**config.mk**
```make
export PLATFORM = sky130hd
export DESIGN_NAME = multiff_sched
export DESIGN_NICKNAME = d
export VERILOG_FILES = /design/src/rtl/multiff_sched.sv
export SDC_FILE = /design/constraint.sdc
export NUM_CORES = 1
export LEC_CHECK = 0
export BUFFER_PORTS_ARGS = -buffer_cell sky130_fd_sc_hd__buf_2
export CORE_ASPECT_RATIO = 0.7
export CORE_MARGIN = 2
export CORE_UTILIZATION = 45
export DETAILED_ROUTE_END_ITERATION = 6
export PLACE_DENSITY = 0.8
export RECOVER_POWER = 25
export SLEW_MARGIN = 25
export SYNTH_ARGS = -nofsm -noshare
export SYNTH_HDL_FRONTEND = slang
export SYNTH_SLANG_ARGS = --single-unit
```
**constraint.sdc**
```tcl
create_clock -name clk -period 2.82 [get_ports clk]
set_clock_uncertainty 0.05 [all_clocks]
set_input_delay 0.141 -clock clk [delete_from_list [all_inputs] [get_ports clk]]
set_output_delay 0.141 -clock clk [all_outputs]
set_load 0.02 [all_outputs]
```
**src/rtl/multiff_sched.sv**
```systemverilog
`default_nettype none
// ============================================================================
// Module   : multiff_sched
// Purpose  : Round-robin write scheduler for the multi-channel register bank
//            (multiff). It arbitrates CHANNELS requesters onto the bank's
//            single write port. It sets up inlines/channel before a
//            glitch-free, registered load strobe. It also keeps a
//            reset-cleared shadow copy of every channel's last written word.
// Ports    : clk      - system clock, rising edge
//            rst_n    - synchronous active-low reset
//            req      - per-channel write request (level)
//            wdata    - per-channel write word, channel i at [i*BUSWIDTH +: BUSWIDTH]
//            ack      - one-cycle, one-hot write-complete pulse
//            inlines  - bank data input
//            channel  - bank channel select
//            load     - bank load strobe
//            busy     - high whenever the scheduler is not idle
//            shadow   - mirror of the last value written to each channel
// Revision : 1.0 - initial release
// ============================================================================
module multiff_sched #(
    parameter int BUSWIDTH      = 8,
    parameter int CHANNELS      = 4,
    parameter int CHANNELBITS   = 2,
    parameter int SETUP_CYCLES  = 1,
    parameter int STROBE_CYCLES = 1
) (
    input  logic                         clk,
    input  logic                         rst_n,
    input  logic [CHANNELS-1:0]          req,
    input  logic [CHANNELS*BUSWIDTH-1:0] wdata,
    output logic [CHANNELS-1:0]          ack,
    output logic [BUSWIDTH-1:0]          inlines,
    output logic [CHANNELBITS-1:0]       channel,
    output logic                         load,
    output logic                         busy,
    output logic [CHANNELS*BUSWIDTH-1:0] shadow
);

    // One counter serves both timed states, so it is sized for the longer one.
    localparam int c_max_cycles = (SETUP_CYCLES > STROBE_CYCLES) ? SETUP_CYCLES : STROBE_CYCLES;
    localparam int c_cnt_w      = (c_max_cycles > 1) ? $clog2(c_max_cycles) : 1;
    localparam logic [c_cnt_w-1:0] c_setup_last  = c_cnt_w'(SETUP_CYCLES - 1);
    localparam logic [c_cnt_w-1:0] c_strobe_last = c_cnt_w'(STROBE_CYCLES - 1);
    localparam logic [CHANNELBITS-1:0] c_last_ch = CHANNELBITS'(CHANNELS - 1);

    typedef enum logic [1:0] {
        ST_IDLE   = 2'd0,
        ST_SETUP  = 2'd1,
        ST_STROBE = 2'd2,
        ST_HOLD   = 2'd3
    } state_t;

    state_t                         state_q;
    logic [c_cnt_w-1:0]             cnt_q;
    logic [CHANNELBITS-1:0]         rr_q;
    logic [CHANNELBITS-1:0]         chan_q;
    logic [BUSWIDTH-1:0]            inlines_q;
    logic                           load_q;
    logic                           busy_q;
    logic [CHANNELS-1:0]            ack_q;
    logic [CHANNELS*BUSWIDTH-1:0]   shadow_q;

    // Grant candidate for the next IDLE cycle.
    logic                           gnt_vld_d;
    logic [CHANNELBITS-1:0]         gnt_d;
    logic [BUSWIDTH-1:0]            gnt_data_d;

    // Round-robin search: first set request at or above the pointer,
    // wrapping at CHANNELS (which need not be a power of two).
    always_comb begin
        int idx;
        gnt_vld_d  = 1'b0;
        gnt_d      = '0;
        gnt_data_d = '0;
        for (int k = 0; k < CHANNELS; k++) begin
            idx = int'(rr_q) + k;
            if (idx >= CHANNELS) begin
                idx = idx - CHANNELS;
            end
            if (!gnt_vld_d && req[idx]) begin
                gnt_vld_d  = 1'b1;
                gnt_d      = CHANNELBITS'(idx);
                gnt_data_d = wdata[idx*BUSWIDTH +: BUSWIDTH];
            end
        end
    end

    always_ff @(posedge clk) begin
        if (!rst_n) begin
            state_q   <= ST_IDLE;
            cnt_q     <= '0;
            rr_q      <= '0;
            chan_q    <= '0;
            inlines_q <= '0;
            load_q    <= 1'b0;
            busy_q    <= 1'b0;
            ack_q     <= '0;
            shadow_q  <= '0;
        end else begin
            case (state_q)
                ST_IDLE: begin
                    ack_q <= '0;
                    if (gnt_vld_d) begin
                        // Data is captured here; later req/wdata changes are ignored.
                        inlines_q <= gnt_data_d;
                        chan_q    <= gnt_d;
                        busy_q    <= 1'b1;
                        cnt_q     <= '0;
                        state_q   <= ST_SETUP;
                    end
                end
                ST_SETUP: begin
                    if (cnt_q == c_setup_last) begin
                        load_q  <= 1'b1;
                        cnt_q   <= '0;
                        state_q <= ST_STROBE;
                        for (int i = 0; i < CHANNELS; i++) begin
                            if (chan_q == CHANNELBITS'(i)) begin
                                shadow_q[i*BUSWIDTH +: BUSWIDTH] <= inlines_q;
                            end
                        end
                    end else begin
                        cnt_q <= cnt_q + c_cnt_w'(1);
                    end
                end
                ST_STROBE: begin
                    if (cnt_q == c_strobe_last) begin
                        load_q  <= 1'b0;
                        cnt_q   <= '0;
                        state_q <= ST_HOLD;
                        for (int i = 0; i < CHANNELS; i++) begin
                            ack_q[i] <= (chan_q == CHANNELBITS'(i));
                        end
                    end else begin
                        cnt_q <= cnt_q + c_cnt_w'(1);
                    end
                end
                ST_HOLD: begin
                    // inlines/channel stay put one more cycle after load falls.
                    ack_q   <= '0;
                    busy_q  <= 1'b0;
                    cnt_q   <= '0;
                    rr_q    <= (chan_q == c_last_ch) ? '0 : chan_q + CHANNELBITS'(1);
                    state_q <= ST_IDLE;
                end
                default: begin
                    state_q <= ST_IDLE;
                    load_q  <= 1'b0;
                    busy_q  <= 1'b0;
                    ack_q   <= '0;
                end
            endcase
        end
    end

    assign ack     = ack_q;
    assign inlines = inlines_q;
    assign channel = chan_q;
    assign load    = load_q;
    assign busy    = busy_q;
    assign shadow  = shadow_q;

endmodule
`default_nettype wire
```
==> impl_metrics.tcl <==
set metrics [dict create \
    cts_max_level 2 \
    drt_wl_total_um 10500 \
    vias_per_cell 6.37 \
    tritoncts "yes" \
    syn_area_per_cell_um2 8.53 \
    dieHeight_um 77.3 \
    p_total_mw 2.74 \
    synthesis.area_um2 3450 \
    rsz0062_at_grt "no" \
    dpl.hpwl_um 7480 \
    slew_headroom 0.371 \
    clock_path_buffers 2 \
    die-area_um2 8400 \
    port_buffers 85 \
    wl_per_cell_um 18.3 \
    worstHoldPathType "in2reg" \
    crit_chain "inv_1 > ha_1 > buf_4 > mux2i_1 > a211oi_1 > a311oi_2 > buf_4 > nor2_1 > o32ai_1" \
    slowest_delay_ps 490 \
    switching_share 0.432 \
    cp_num_cells 9 \
    worstSetupEndpointType "flip-flop" \
    cts_hold_buffers 0 \
    gp_congestion 0.873 \
    post-route-period-util 0.918 \
    arrival_ps 2750 \
    timing.fmax_mhz 386 \
    grt.total_usage 0.252 \
    yosysSeqAreaShare 0.301 \
    drc 0 \
    powerDensity_nw_per_um2 683 \
    holdPathStages 3 \
    dominantRegCellSynth "dfxtp_1" \
    internal-power_mw 1.56 \
    syn_nets 456 \
    initial_utilization 0.468 \
    crit_buf_inv 3 \
    cts_buffers 5 \
    r2r_cells 9 \
    status "complete, no violations" \
    grt_pass1_wl_um 17100 \
    p_leak_nw 1.41 \
    p_seq_frac 0.365 \
    drv_cap 0 \
    grt_pass1_vias 3422 \
    vdd_drop_max_uv 322 \
    die_x_um 109 \
    finalSetupViolCount 0 \
    hold_viol 0 \
    diodes 0 \
    path_delay_family "compound AO/OA/AOI/OAI gates" \
    drv_slew 0 \
    path_max_fanout 10 \
    crit_slowest_cell "ha_1" \
    coreArea_um2 7380 \
    cp-start-kind "flip-flop" \
    critPathKind "reg2reg" \
    cts_resized 0 \
    pwr-share-clk 0.193 \
    grt_max_degree 54 \
    drive_above_1_share 0.210 \
    max_slew.worst_pin.slew_ps 942 \
    cts.sinks 52 \
    dr.pass1.iters 5 \
    p_switching_mw 1.18 \
    syn_inst 405 \
    ys_warn_count 0 \
    rows 26 \
    netlist-cell-type-count 43 \
    cpMostUsedCell "buf_4" \
    power_frac_comb 0.441 \
    num_vias 3658 \
    synthArstFlopShare 0 \
    io_pins 86 \
    cts_root_buf "clkbuf_8" \
    overflow 0 \
    syn2layout_area_growth_pct 16.0 \
    ys_ff_latch 52 \
    fin_crit_ps 2590 \
    antenna_left 0 \
    cts_setup_buffers 0 \
    cts.clk_slew.worst_paths_ps 100 \
    synth_edf_count 0 \
    fin_setup_tns_ps 0 \
    grt_antenna_before_repair 0 \
    drt_iter0_drc 357 \
    fin_nets 526 \
    clock_latency_ps 300 \
    worstPathRequired_ps 2980 \
]
[cell families after synthesis]
group	synth area share
flops	0.301
simple gates	0.192
compound gates	0.230
buf+inv	0.0637
fa+ha+maj	0.0471
mux	0.166
[stage by stage]
stage / area [um^2] / setup WS [ps] / cells / hold WS [ps] / utilization
final: 4010 / 230 / 574 / 113 / 0.543
after global routing: 4010 / 29.2 / 574 / 129 / 0.543
after CTS: 4040 / 258 / 574 / 116 / 0.547
after detailed placement: 3920 / 282 / 566 / 395 / 0.531
after global placement: 3920 / 414 / 566 / 392 / 0.531
after floorplan: 3450 / 407 / 405 / 282 / -
[power groups by stage]
stage | logic (mW) | clock network (mW) | registers [mW]
after floorplan | 0.743 | 0 | 1.08
after global placement | 1.16 | 0 | 1.01
after detailed placement | 1.19 | 0 | 1.01
after CTS | 1.20 | 0.530 | 0.994
after global routing | 1.32 | 0.564 | 1.02
final | 1.21 | 0.529 | 1.00
[cell usage in the layout (no fill, tap or decap), types with 2 or more instances in the layout]
master	count
mux4_2	16
o2111ai_1	9
nor4_1	10
nand3_1	37
a211oi_1	3
dfxtp_1	51
nand3b_1	2
a31oi_1	8
nor2b_1	3
o21ai_0	11
buf_4	9
ha_1	13
a22oi_1	5
nor2_1	19
buf_2	60
nor3_1	2
nand2b_1	9
clkbuf_1	25
a32oi_1	8
mux2i_1	20
a21oi_1	48
o32ai_1	9
clkbuf_8	5
nor4b_1	2
o32a_1	8
nand2_1	48
inv_1	17
[worst register-to-register path: cells and delay by family, from the launching register on]
family          cells  cell delay [ps]
fa+ha+maj           1              490
mux                 1              240
buf+inv             3              580
simple gates        1               50
compound gates      3              730
flops               1              340
[sequential cells by signal (all words and copies together) (netlist names)]
name     cells
channel      2
rr_q         2
load         1
state_q      2
shadow      32
ack          4
busy         1
inlines      8
[final cells by class]
cell class,count,area (um^2)
flip-flops and latches,52,1040
clock inverters,3,46.3
fillers,673,3380
multi-input cells,303,2190
repair buffers,94,462
inverters,19,71.3
well taps,98,123
clock buffers,5,68.8
[routing by layer]
metal / track usage / vias to the layer above / wire (um)
met1: 0.340 / 1753 / 4380
met5: 0 / - / 0
met2: 0.393 / 215 / 4740
met4: 0.0795 / 0 / 188
met3: 0.0663 / 21 / 1170
li1: - / 1669 / -
[final timing paths]
check                               start          to  slack, ps
worst max-delay path              rr_q[1]  inlines[2]        230
worst min-delay path                rst_n  channel[1]        110
worst max register to register    rr_q[1]  inlines[2]        230
worst min register to register  shadow[4]   shadow[4]        410
[synth_stat cells (all sizes together), types with 2 or more instances]
cell type,n,share of area
nor4,11,0.022
o2111ai,9,0.023
clkbuf,13,0.014
a31oi,8,0.014
nor2b,3,0.0054
a22oi,5,0.011
nand3b,2,0.0043
o21ai,11,0.016
nand2b,9,0.016
a311oi,2,0.0069
o32a,8,0.023
nor4b,2,0.0051
nand2,48,0.052
inv,18,0.020
nor3,2,0.0029
a211oi,3,0.0065
o32ai,9,0.023
a32oi,8,0.020
ha,13,0.047
mux4,16,0.10
nand3,37,0.054
or3b,2,0.0051
buf,18,0.029
a21oi,48,0.070
nor2,19,0.021
mux2i,21,0.062
dfxtp,52,0.30
Power figures use the tool's default switching activity.
